$ cat config.mk
export PLATFORM = sky130hd
export DESIGN_NAME = uart_cfg
export DESIGN_NICKNAME = d
export VERILOG_FILES = /design/src/rtl/uart_cfg_pkg.sv /design/src/rtl/uart_fifo.sv /design/src/rtl/uart_cfg.sv
export SDC_FILE = /design/constraint.sdc
export NUM_CORES = 1
export LEC_CHECK = 0
export ABC_CLOCK_PERIOD_IN_PS = 2600
export CORE_AREA = 2 2 142 172
export DETAILED_ROUTE_END_ITERATION = 10
export DIE_AREA = 0 0 144 174
export PLACE_DENSITY_LB_ADDON = 0.2
export SKIP_LAST_GASP = 1
export SYNTH_ARGS = -nofsm -noshare
export SYNTH_HDL_FRONTEND = slang
export SYNTH_SLANG_ARGS = --single-unit
$ cat constraint.sdc
create_clock -name clk -period 2.6 [get_ports clk]
set_input_delay 0.26 -clock clk [delete_from_list [all_inputs] [get_ports clk]]
set_output_delay 0.26 -clock clk [all_outputs]
set_load 0.01 [all_outputs]
$ cat src/rtl/uart_cfg_pkg.sv
// rtl/uart_cfg_pkg.sv - shared FSM states, parity modes and oversampling constants for uart_cfg
package uart_cfg_pkg;

  typedef enum logic [2:0] {
    TX_IDLE,
    TX_START,
    TX_DATA,
    TX_PARITY,
    TX_STOP
  } tx_state_t;

  typedef enum logic [2:0] {
    RX_IDLE,
    RX_START,
    RX_DATA,
    RX_PARITY,
    RX_STOP
  } rx_state_t;

  localparam logic [1:0] PAR_NONE = 2'b00;
  localparam logic [1:0] PAR_EVEN = 2'b01;
  localparam logic [1:0] PAR_ODD  = 2'b10;

  localparam int OVERSAMPLE = 16;
  localparam int MID_SAMPLE = 7;

endpackage

$ cat src/rtl/uart_fifo.sv
// rtl/uart_fifo.sv - show-ahead FIFO of 2**FIFO_W words; full/empty from an extra pointer MSB
module uart_fifo
  import uart_cfg_pkg::*;
#(
  parameter int DBIT   = 8,
  parameter int FIFO_W = 2
) (
  input  logic            clk,
  input  logic            reset,
  input  logic            wr,
  input  logic [DBIT-1:0] wdata,
  input  logic            rd,
  output logic [DBIT-1:0] rdata,
  output logic            full,
  output logic            empty
);

  localparam int DEPTH = 1 << FIFO_W;

  logic [DBIT-1:0] mem_q [DEPTH];
  logic [DBIT-1:0] mem_d [DEPTH];
  logic [FIFO_W:0] wptr_q, wptr_d;
  logic [FIFO_W:0] rptr_q, rptr_d;
  logic            do_wr, do_rd;

  assign empty = (wptr_q == rptr_q);
  assign full  = (wptr_q[FIFO_W] != rptr_q[FIFO_W]) &&
                 (wptr_q[FIFO_W-1:0] == rptr_q[FIFO_W-1:0]);
  assign rdata = mem_q[rptr_q[FIFO_W-1:0]];

  // A read frees the slot being written when full, so both proceed.
  assign do_rd = rd && !empty;
  assign do_wr = wr && (!full || do_rd);

  always_comb begin
    mem_d  = mem_q;
    wptr_d = wptr_q;
    rptr_d = rptr_q;
    if (do_wr) begin
      mem_d[wptr_q[FIFO_W-1:0]] = wdata;
      wptr_d = wptr_q + 1'b1;
    end
    if (do_rd) begin
      rptr_d = rptr_q + 1'b1;
    end
  end

  always_ff @(posedge clk or negedge reset) begin
    if (!reset) begin
      for (int i = 0; i < DEPTH; i++) mem_q[i] <= '0;
      wptr_q <= '0;
      rptr_q <= '0;
    end else begin
      mem_q  <= mem_d;
      wptr_q <= wptr_d;
      rptr_q <= rptr_d;
    end
  end

endmodule

$ cat src/rtl/uart_cfg.sv
// rtl/uart_cfg.sv - runtime-configurable UART with TX/RX FIFOs and sticky errors
// UART_PARITY_EN adds the parity states and rx_parity_err.
module uart_cfg
  import uart_cfg_pkg::*;
#(
  parameter int DBIT     = 8,
  parameter int SB_TICK  = 16,
  parameter int DVSR_BIT = 9,
  parameter int FIFO_W   = 2
) (
  input  logic                clk,
  input  logic                reset,
  input  logic [DVSR_BIT-1:0] divisor,
  input  logic [1:0]          parity_mode,
  input  logic                rx,
  output logic                tx,
  input  logic                tx_wr,
  input  logic [DBIT-1:0]     tx_data,
  output logic                tx_full,
  output logic                tx_busy,
  input  logic                rx_rd,
  output logic [DBIT-1:0]     rx_data,
  output logic                rx_empty,
  output logic                rx_frame_err,
  output logic                rx_parity_err,
  output logic                rx_overrun,
  input  logic                err_clr
);

  localparam logic [4:0] S_LAST  = 5'(OVERSAMPLE - 1);
  localparam logic [4:0] S_MID   = 5'(MID_SAMPLE);
  localparam logic [4:0] SB_LAST = 5'(SB_TICK - 1);
  localparam logic [3:0] N_LAST  = 4'(DBIT - 1);

  logic [DVSR_BIT-1:0] dvsr_eff, tick_cnt_q, tick_cnt_d;
  logic                tick;
  logic                txf_empty, txf_pop, rxf_full, rxf_push;
  logic [DBIT-1:0]     txf_rdata;
  tx_state_t           tx_state_q, tx_state_d;
  rx_state_t           rx_state_q, rx_state_d;
  logic [4:0]          tx_s_q, tx_s_d, rx_s_q, rx_s_d;
  logic [3:0]          tx_n_q, tx_n_d, rx_n_q, rx_n_d;
  logic [DBIT-1:0]     tx_sh_q, tx_sh_d, rx_sh_q, rx_sh_d;
  logic                tx_load;
  logic                rx_s1_q, rx_s1_d, rx_s2_q, rx_s2_d;
  logic                frame_set, par_set, ovr_set;
  logic                ferr_q, ferr_d, perr_q, perr_d, ovr_q, ovr_d;
`ifdef UART_PARITY_EN
  logic                tx_pen_q, tx_pen_d, tx_pbit_q, tx_pbit_d;
  logic                rx_pen_q, rx_pen_d, rx_podd_q, rx_podd_d;
  logic                par_en;

  assign par_en = (parity_mode == PAR_EVEN) || (parity_mode == PAR_ODD);
`else
  logic                unused_parity_mode;

  assign unused_parity_mode = ^parity_mode;
`endif

  // Comparing with >= lets a shrunken divisor take effect at the next wrap.
  assign dvsr_eff   = (divisor == '0) ? {{(DVSR_BIT-1){1'b0}}, 1'b1} : divisor;
  assign tick       = (tick_cnt_q >= dvsr_eff - 1'b1);
  assign tick_cnt_d = tick ? '0 : tick_cnt_q + 1'b1;

  assign rx_s1_d = rx;
  assign rx_s2_d = rx_s1_q;

  uart_fifo #(.DBIT(DBIT), .FIFO_W(FIFO_W)) u_tx_fifo (
    .clk(clk), .reset(reset), .wr(tx_wr), .wdata(tx_data), .rd(txf_pop),
    .rdata(txf_rdata), .full(tx_full), .empty(txf_empty)
  );

  uart_fifo #(.DBIT(DBIT), .FIFO_W(FIFO_W)) u_rx_fifo (
    .clk(clk), .reset(reset), .wr(rxf_push), .wdata(rx_sh_q), .rd(rx_rd),
    .rdata(rx_data), .full(rxf_full), .empty(rx_empty)
  );

  always_comb begin
    tx_state_d = tx_state_q;
    tx_s_d     = tx_s_q;
    tx_n_d     = tx_n_q;
    tx_sh_d    = tx_sh_q;
    tx_load    = 1'b0;
    txf_pop    = 1'b0;
`ifdef UART_PARITY_EN
    tx_pen_d   = tx_pen_q;
    tx_pbit_d  = tx_pbit_q;
`endif
    case (tx_state_q)
      TX_IDLE: tx_load = !txf_empty;
      TX_START: if (tick) begin
        if (tx_s_q == S_LAST) begin
          tx_s_d     = '0;
          tx_n_d     = '0;
          tx_state_d = TX_DATA;
        end else tx_s_d = tx_s_q + 1'b1;
      end
      TX_DATA: if (tick) begin
        if (tx_s_q == S_LAST) begin
          tx_s_d  = '0;
          tx_sh_d = {1'b0, tx_sh_q[DBIT-1:1]};
          if (tx_n_q == N_LAST) begin
`ifdef UART_PARITY_EN
            tx_state_d = tx_pen_q ? TX_PARITY : TX_STOP;
`else
            tx_state_d = TX_STOP;
`endif
          end else tx_n_d = tx_n_q + 1'b1;
        end else tx_s_d = tx_s_q + 1'b1;
      end
`ifdef UART_PARITY_EN
      TX_PARITY: if (tick) begin
        if (tx_s_q == S_LAST) begin
          tx_s_d     = '0;
          tx_state_d = TX_STOP;
        end else tx_s_d = tx_s_q + 1'b1;
      end
`endif
      TX_STOP: if (tick) begin
        if (tx_s_q == SB_LAST) begin
          tx_state_d = TX_IDLE;
          tx_load    = !txf_empty;
        end else tx_s_d = tx_s_q + 1'b1;
      end
      default: tx_state_d = TX_IDLE;
    endcase
    // Frame settings are latched here so mid-frame changes wait for the next frame.
    if (tx_load) begin
      txf_pop    = 1'b1;
      tx_sh_d    = txf_rdata;
      tx_s_d     = '0;
      tx_state_d = TX_START;
`ifdef UART_PARITY_EN
      tx_pen_d   = par_en;
      tx_pbit_d  = (^txf_rdata) ^ (parity_mode == PAR_ODD);
`endif
    end
  end

  always_comb begin
    tx = 1'b1;
    case (tx_state_q)
      TX_START:  tx = 1'b0;
      TX_DATA:   tx = tx_sh_q[0];
`ifdef UART_PARITY_EN
      TX_PARITY: tx = tx_pbit_q;
`endif
      default:   tx = 1'b1;
    endcase
  end

  assign tx_busy = (tx_state_q != TX_IDLE) || !txf_empty;

  always_comb begin
    rx_state_d = rx_state_q;
    rx_s_d     = rx_s_q;
    rx_n_d     = rx_n_q;
    rx_sh_d    = rx_sh_q;
    rxf_push   = 1'b0;
    frame_set  = 1'b0;
    par_set    = 1'b0;
`ifdef UART_PARITY_EN
    rx_pen_d   = rx_pen_q;
    rx_podd_d  = rx_podd_q;
`endif
    case (rx_state_q)
      RX_IDLE: if (!rx_s2_q) begin
        rx_s_d     = '0;
        rx_state_d = RX_START;
`ifdef UART_PARITY_EN
        rx_pen_d   = par_en;
        rx_podd_d  = (parity_mode == PAR_ODD);
`endif
      end
      RX_START: if (tick) begin
        if (rx_s_q == S_MID) begin
          rx_s_d     = '0;
          rx_n_d     = '0;
          rx_state_d = rx_s2_q ? RX_IDLE : RX_DATA;
        end else rx_s_d = rx_s_q + 1'b1;
      end
      RX_DATA: if (tick) begin
        if (rx_s_q == S_LAST) begin
          rx_s_d  = '0;
          rx_sh_d = {rx_s2_q, rx_sh_q[DBIT-1:1]};
          if (rx_n_q == N_LAST) begin
`ifdef UART_PARITY_EN
            rx_state_d = rx_pen_q ? RX_PARITY : RX_STOP;
`else
            rx_state_d = RX_STOP;
`endif
          end else rx_n_d = rx_n_q + 1'b1;
        end else rx_s_d = rx_s_q + 1'b1;
      end
`ifdef UART_PARITY_EN
      RX_PARITY: if (tick) begin
        if (rx_s_q == S_LAST) begin
          rx_s_d     = '0;
          par_set    = rx_s2_q != ((^rx_sh_q) ^ rx_podd_q);
          rx_state_d = RX_STOP;
        end else rx_s_d = rx_s_q + 1'b1;
      end
`endif
      RX_STOP: if (tick) begin
        if (rx_s_q == SB_LAST) begin
          rxf_push   = 1'b1;
          frame_set  = !rx_s2_q;
          rx_state_d = RX_IDLE;
        end else rx_s_d = rx_s_q + 1'b1;
      end
      default: rx_state_d = RX_IDLE;
    endcase
  end

  // A same-cycle pop makes room, so only an unrelieved full FIFO overruns.
  assign ovr_set = rxf_push && rxf_full && !rx_rd;
  assign ferr_d  = err_clr ? 1'b0 : (ferr_q | frame_set);
  assign perr_d  = err_clr ? 1'b0 : (perr_q | par_set);
  assign ovr_d   = err_clr ? 1'b0 : (ovr_q | ovr_set);

  assign rx_frame_err = ferr_q;
  assign rx_overrun   = ovr_q;
`ifdef UART_PARITY_EN
  assign rx_parity_err = perr_q;
`else
  assign rx_parity_err = 1'b0;
`endif

  always_ff @(posedge clk or negedge reset) begin
    if (!reset) begin
      tick_cnt_q <= '0;
      tx_state_q <= TX_IDLE;
      rx_state_q <= RX_IDLE;
      tx_s_q     <= '0;
      tx_n_q     <= '0;
      tx_sh_q    <= '0;
      rx_s_q     <= '0;
      rx_n_q     <= '0;
      rx_sh_q    <= '0;
      rx_s1_q    <= 1'b1;
      rx_s2_q    <= 1'b1;
      ferr_q     <= 1'b0;
      perr_q     <= 1'b0;
      ovr_q      <= 1'b0;
`ifdef UART_PARITY_EN
      tx_pen_q   <= 1'b0;
      tx_pbit_q  <= 1'b0;
      rx_pen_q   <= 1'b0;
      rx_podd_q  <= 1'b0;
`endif
    end else begin
      tick_cnt_q <= tick_cnt_d;
      tx_state_q <= tx_state_d;
      rx_state_q <= rx_state_d;
      tx_s_q     <= tx_s_d;
      tx_n_q     <= tx_n_d;
      tx_sh_q    <= tx_sh_d;
      rx_s_q     <= rx_s_d;
      rx_n_q     <= rx_n_d;
      rx_sh_q    <= rx_sh_d;
      rx_s1_q    <= rx_s1_d;
      rx_s2_q    <= rx_s2_d;
      ferr_q     <= ferr_d;
      perr_q     <= perr_d;
      ovr_q      <= ovr_d;
`ifdef UART_PARITY_EN
      tx_pen_q   <= tx_pen_d;
      tx_pbit_q  <= tx_pbit_d;
      rx_pen_q   <= rx_pen_d;
      rx_podd_q  <= rx_podd_d;
`endif
    end
  end

endmodule
==> flow_summary.json, run 1 <==
{
  "synth_area_um2": 6660,
  "synth_top_area_share_pct": 47.7,
  "vias": 4821,
  "slowest_stage": "or4_4",
  "crit_cells": 16,
  "synth_top_family_by_area": "multiplexers",
  "leakage_nw": 4.27,
  "clock_skew_ps": 9.81,
  "drtIter0Drc": 245,
  "cts_buffer_depth": 2,
  "post-route-min-period_ps": 3260,
  "grt_max_degree": 49,
  "setup_viol": 123,
  "drive_above_1_share_pct": 45.0,
  "reg2reg_from": "tick_cnt_q[0]",
  "hold_ws_ps": 279,
  "cp.arrival_ps": 3550,
  "ios": 40,
  "clkSinkCount": 129,
  "portBuffers": 36,
  "synth-seq-cells": 129,
  "r2r_cells": 8,
  "viasPerCell": 4.79,
  "slowest_delay_ps": 540,
  "tns_ps": -60080,
  "initial_utilization_pct": 28.3,
  "async_reset_ff_share_pct": 100,
  "die_w_um": 144,
  "rsz0062_at_grt": "yes",
  "mostFrequentLayoutCell": "dfrtp_1",
  "ys_types": 63,
  "hold_viol": 0,
  "synth_area_leaders": "dfrtp_1 48%, mux2_2 15%, mux4_2 5.4%",
  "synth_edf_count": 0,
  "r2r_slack_ps": 100,
  "grt.total_usage_pct": 14.2,
  "fill_cells": 2178,
  "tightest_slew_ps": 720,
  "ys.warnings.count": 0,
  "slew_headroom_pct": 51.5,
  "design.core.area_um2": 23500,
  "grt_overflow": 0,
  "clockRootBuffer": "clkbuf_16",
  "worst-setup-path-type": "in -> reg",
  "syn_avg_cell_area_um2": 12.4,
  "drc": 0,
  "synth_nets": 591,
  "ys_seq_area_share_pct": 48.5,
  "row_count": 62,
  "min_path_cells": 1,
  "worstHoldStart": "rx",
  "stdcell_count": 1006,
  "finalPower_mw": 8.54,
  "antennaDiodeCount": 0,
  "synth-adder-area-share_pct": 5.07,
  "endpoint_kind": "flip-flop",
  "hpwlAfterDp_um": 11000,
  "placed_cells": 944,
  "critPathBufInv": 2,
  "cp.required_ps": 2900,
  "min_period_over_period_pct": 125,
  "die_h_um": 174,
  "worstPathMaxFanout": 5,
  "cp-startpoint": "divisor[5]",
  "synth-simple-area-share_pct": 10.8,
  "critPathMostFrequentCell": "buf_6",
  "power_density_nw_per_um2": 895,
  "violations": "negative setup slack",
  "clock_latency_ps": 420,
  "synthMuxAreaShare_pct": 21.2,
  "crit_family": "simple AND/OR/NAND/NOR gates",
  "hp-class": "in -> reg",
  "drv_slew": 0,
  "maxCapViolCount": 0,
  "area_delta_synth_final_pct": 43.3,
  "cts_tree": "done",
  "grt_pass1_vias": 5334,
  "dr.pass1.iters": 8,
  "antenna_found_initial": 0,
  "grt_pass1_wl_um": 28000,
  "cts_buffers": 17,
  "r2r_end": "rx_s_q[1]",
  "wire_per_inst_um": 16.7,
  "outcome": "finished, violations left",
  "htree_levels": 4,
  "final_nets": 725,
  "layout_common_cells": "127 x dfrtp_1, 57 x buf_4, 48 x mux2_4, 43 x mux2_2, 30 x clkdlybuf4s50_1",
  "synth_ff_type": "dfrtp_1",
  "hold_path_end": "rx_s1_q",
  "clkSlewWorstSetupHoldPaths_ps": 60,
  "crit_chain": "buf_6 -> or4_4 -> nor3_4 -> a21oi_2 -> ha_2 -> nand2b_4 -> nor4_2 -> xnor2_1 -> ha_1 -> nand4_4 -> nor2_4 -> buf_6 -> a2111o_1 -> and3_4 -> or3_4 -> mux2_4",
  "gp_congestion": 0.811,
  "dpl_worst_slack_ps": -1450,
  "yosys.area.top_type": "dfrtp_1",
  "synth_compound_area_share_pct": 8.32,
  "ir_worst_vdd_uv": 484,
  "fin_ws_ps": -656,
  "fmax_mhz": 307,
  "drtAntennaViolNets": 0,
  "synthCells": 539,
  "synth_xor_area_share_pct": 3.68,
  "crit_path_start_kind": "input port",
  "die-area_um2": 25100,
  "routed_wl_um": 16800
}
[worst register-to-register path, stage by stage (launching register included)]
cell and delay [ps]:
dfrtp_1 370, inv_1 70, ha_1 280, nor2b_1 210
o21ai_4 120, a2111o_1 420, and3_4 190, or3_4 410
mux2_4 310
[worst max-delay path by stage]
stage	slack, ps	endpoint
2_1_floorplan	-870	rx_s_q[0]
3_3_place_gp	-1400	rx_s_q[0]
3_5_place_dp	-1450	rx_s_q[1]
4_1_cts	-670	rx_s_q[1]
5_1_grt	-770	tx_sh_q[4]
6_report	-660	rx_s_q[1]
[synthesized netlist by cell type, types with 5 or more instances]
| master | instances |
|---|---|
| ha_1 | 27 |
| mux2_2 | 89 |
| clkbuf_1 | 5 |
| dfrtp_1 | 127 |
| inv_1 | 20 |
| mux4_2 | 16 |
| nor3_1 | 15 |
| and2_1 | 5 |
| nand3_1 | 18 |
| xnor2_1 | 16 |
| nand2_1 | 31 |
| xor2_1 | 12 |
| o21ai_0 | 15 |
| a21oi_2 | 6 |
| a21oi_1 | 9 |
| nor2_1 | 30 |
| and3_1 | 9 |
[flip-flops by register name, summed over array words and instances (netlist names), 4 cells and up]
signal / flops
u_rx_fifo.mem_q: 32
u_tx_fifo.mem_q: 32
tick_cnt_q: 9
rx_sh_q: 8
tx_sh_q: 8
rx_s_q: 5
tx_s_q: 5
rx_n_q: 4
tx_n_q: 4
[through the flow]
step                      utilization [%]  instance area (um^2)
final                                40.6                  9540
after global routing                 40.6                  9540
after CTS                            39.8                  9360
after detailed placement             34.3                  8060
after global placement               34.3                  8060
after floorplan                         -                  6840
[per-layer routing]
layer / global-route usage [%] / part of all wire, % / vias to the layer above
met1: 17.1 / 43 / 2486
met3: 2.75 / 2.3 / 18
met5: 0 / 0 / -
met4: 4.29 / 1.3 / 0
met2: 25.3 / 54 / 75
li1: - / - / 2242
[repair_timing]
| item | CTS | global route |
|---|---|---|
| pin swaps | 34 | 25 |
| hold buffers | 1 | 0 |
| buffers inserted | 21 | 9 |
| cloned | 3 | 0 |
| endpoints found under the hold margin | 43 | 0 |
| endpoints found under the setup margin | 124 | 126 |
| resized for setup | 120 | 34 |
[cells by family (layout without fill, tap and decap cells)]
kind of cell               Yosys count  count (layout)
adders and majority gates           27              27
muxes                              109             109
DFF                                129             129
AOI/OAI and AO/OA                   73              74
xor gates and xnor gates            28              28
buffers and inverters               33             178
other                                1               1
and+or+nand+nor                    139             140
[power by group]
part	leakage, nW	total [mW]	internal, mW	switching, mW
registers	1.66	2.87	2.50	0.366
clock network	0.312	2.57	1.67	0.902
logic	2.30	3.10	1.70	1.40
[area by class of cell]
type | count | area [um^2] | share of cell area [%]
repair buffers | 126 | 1260 | 13.3
clock buffers | 21 | 460 | 4.83
well taps | 320 | 400 | 4.20
multi-input cells | 379 | 3930 | 41.2
clock inverters | 11 | 178 | 1.86
flip-flops and latches | 129 | 3230 | 33.9
inverters | 20 | 78.8 | 0.826
Note: power is estimated with default switching activity, not from simulation.
==> run 2, diff against run 1 <==
- CTS_CLUSTER_SIZE: not set -> 40
==> results of run 2 <==
Same layout as run 1: the final DEF is identical, and so are final timing and power.
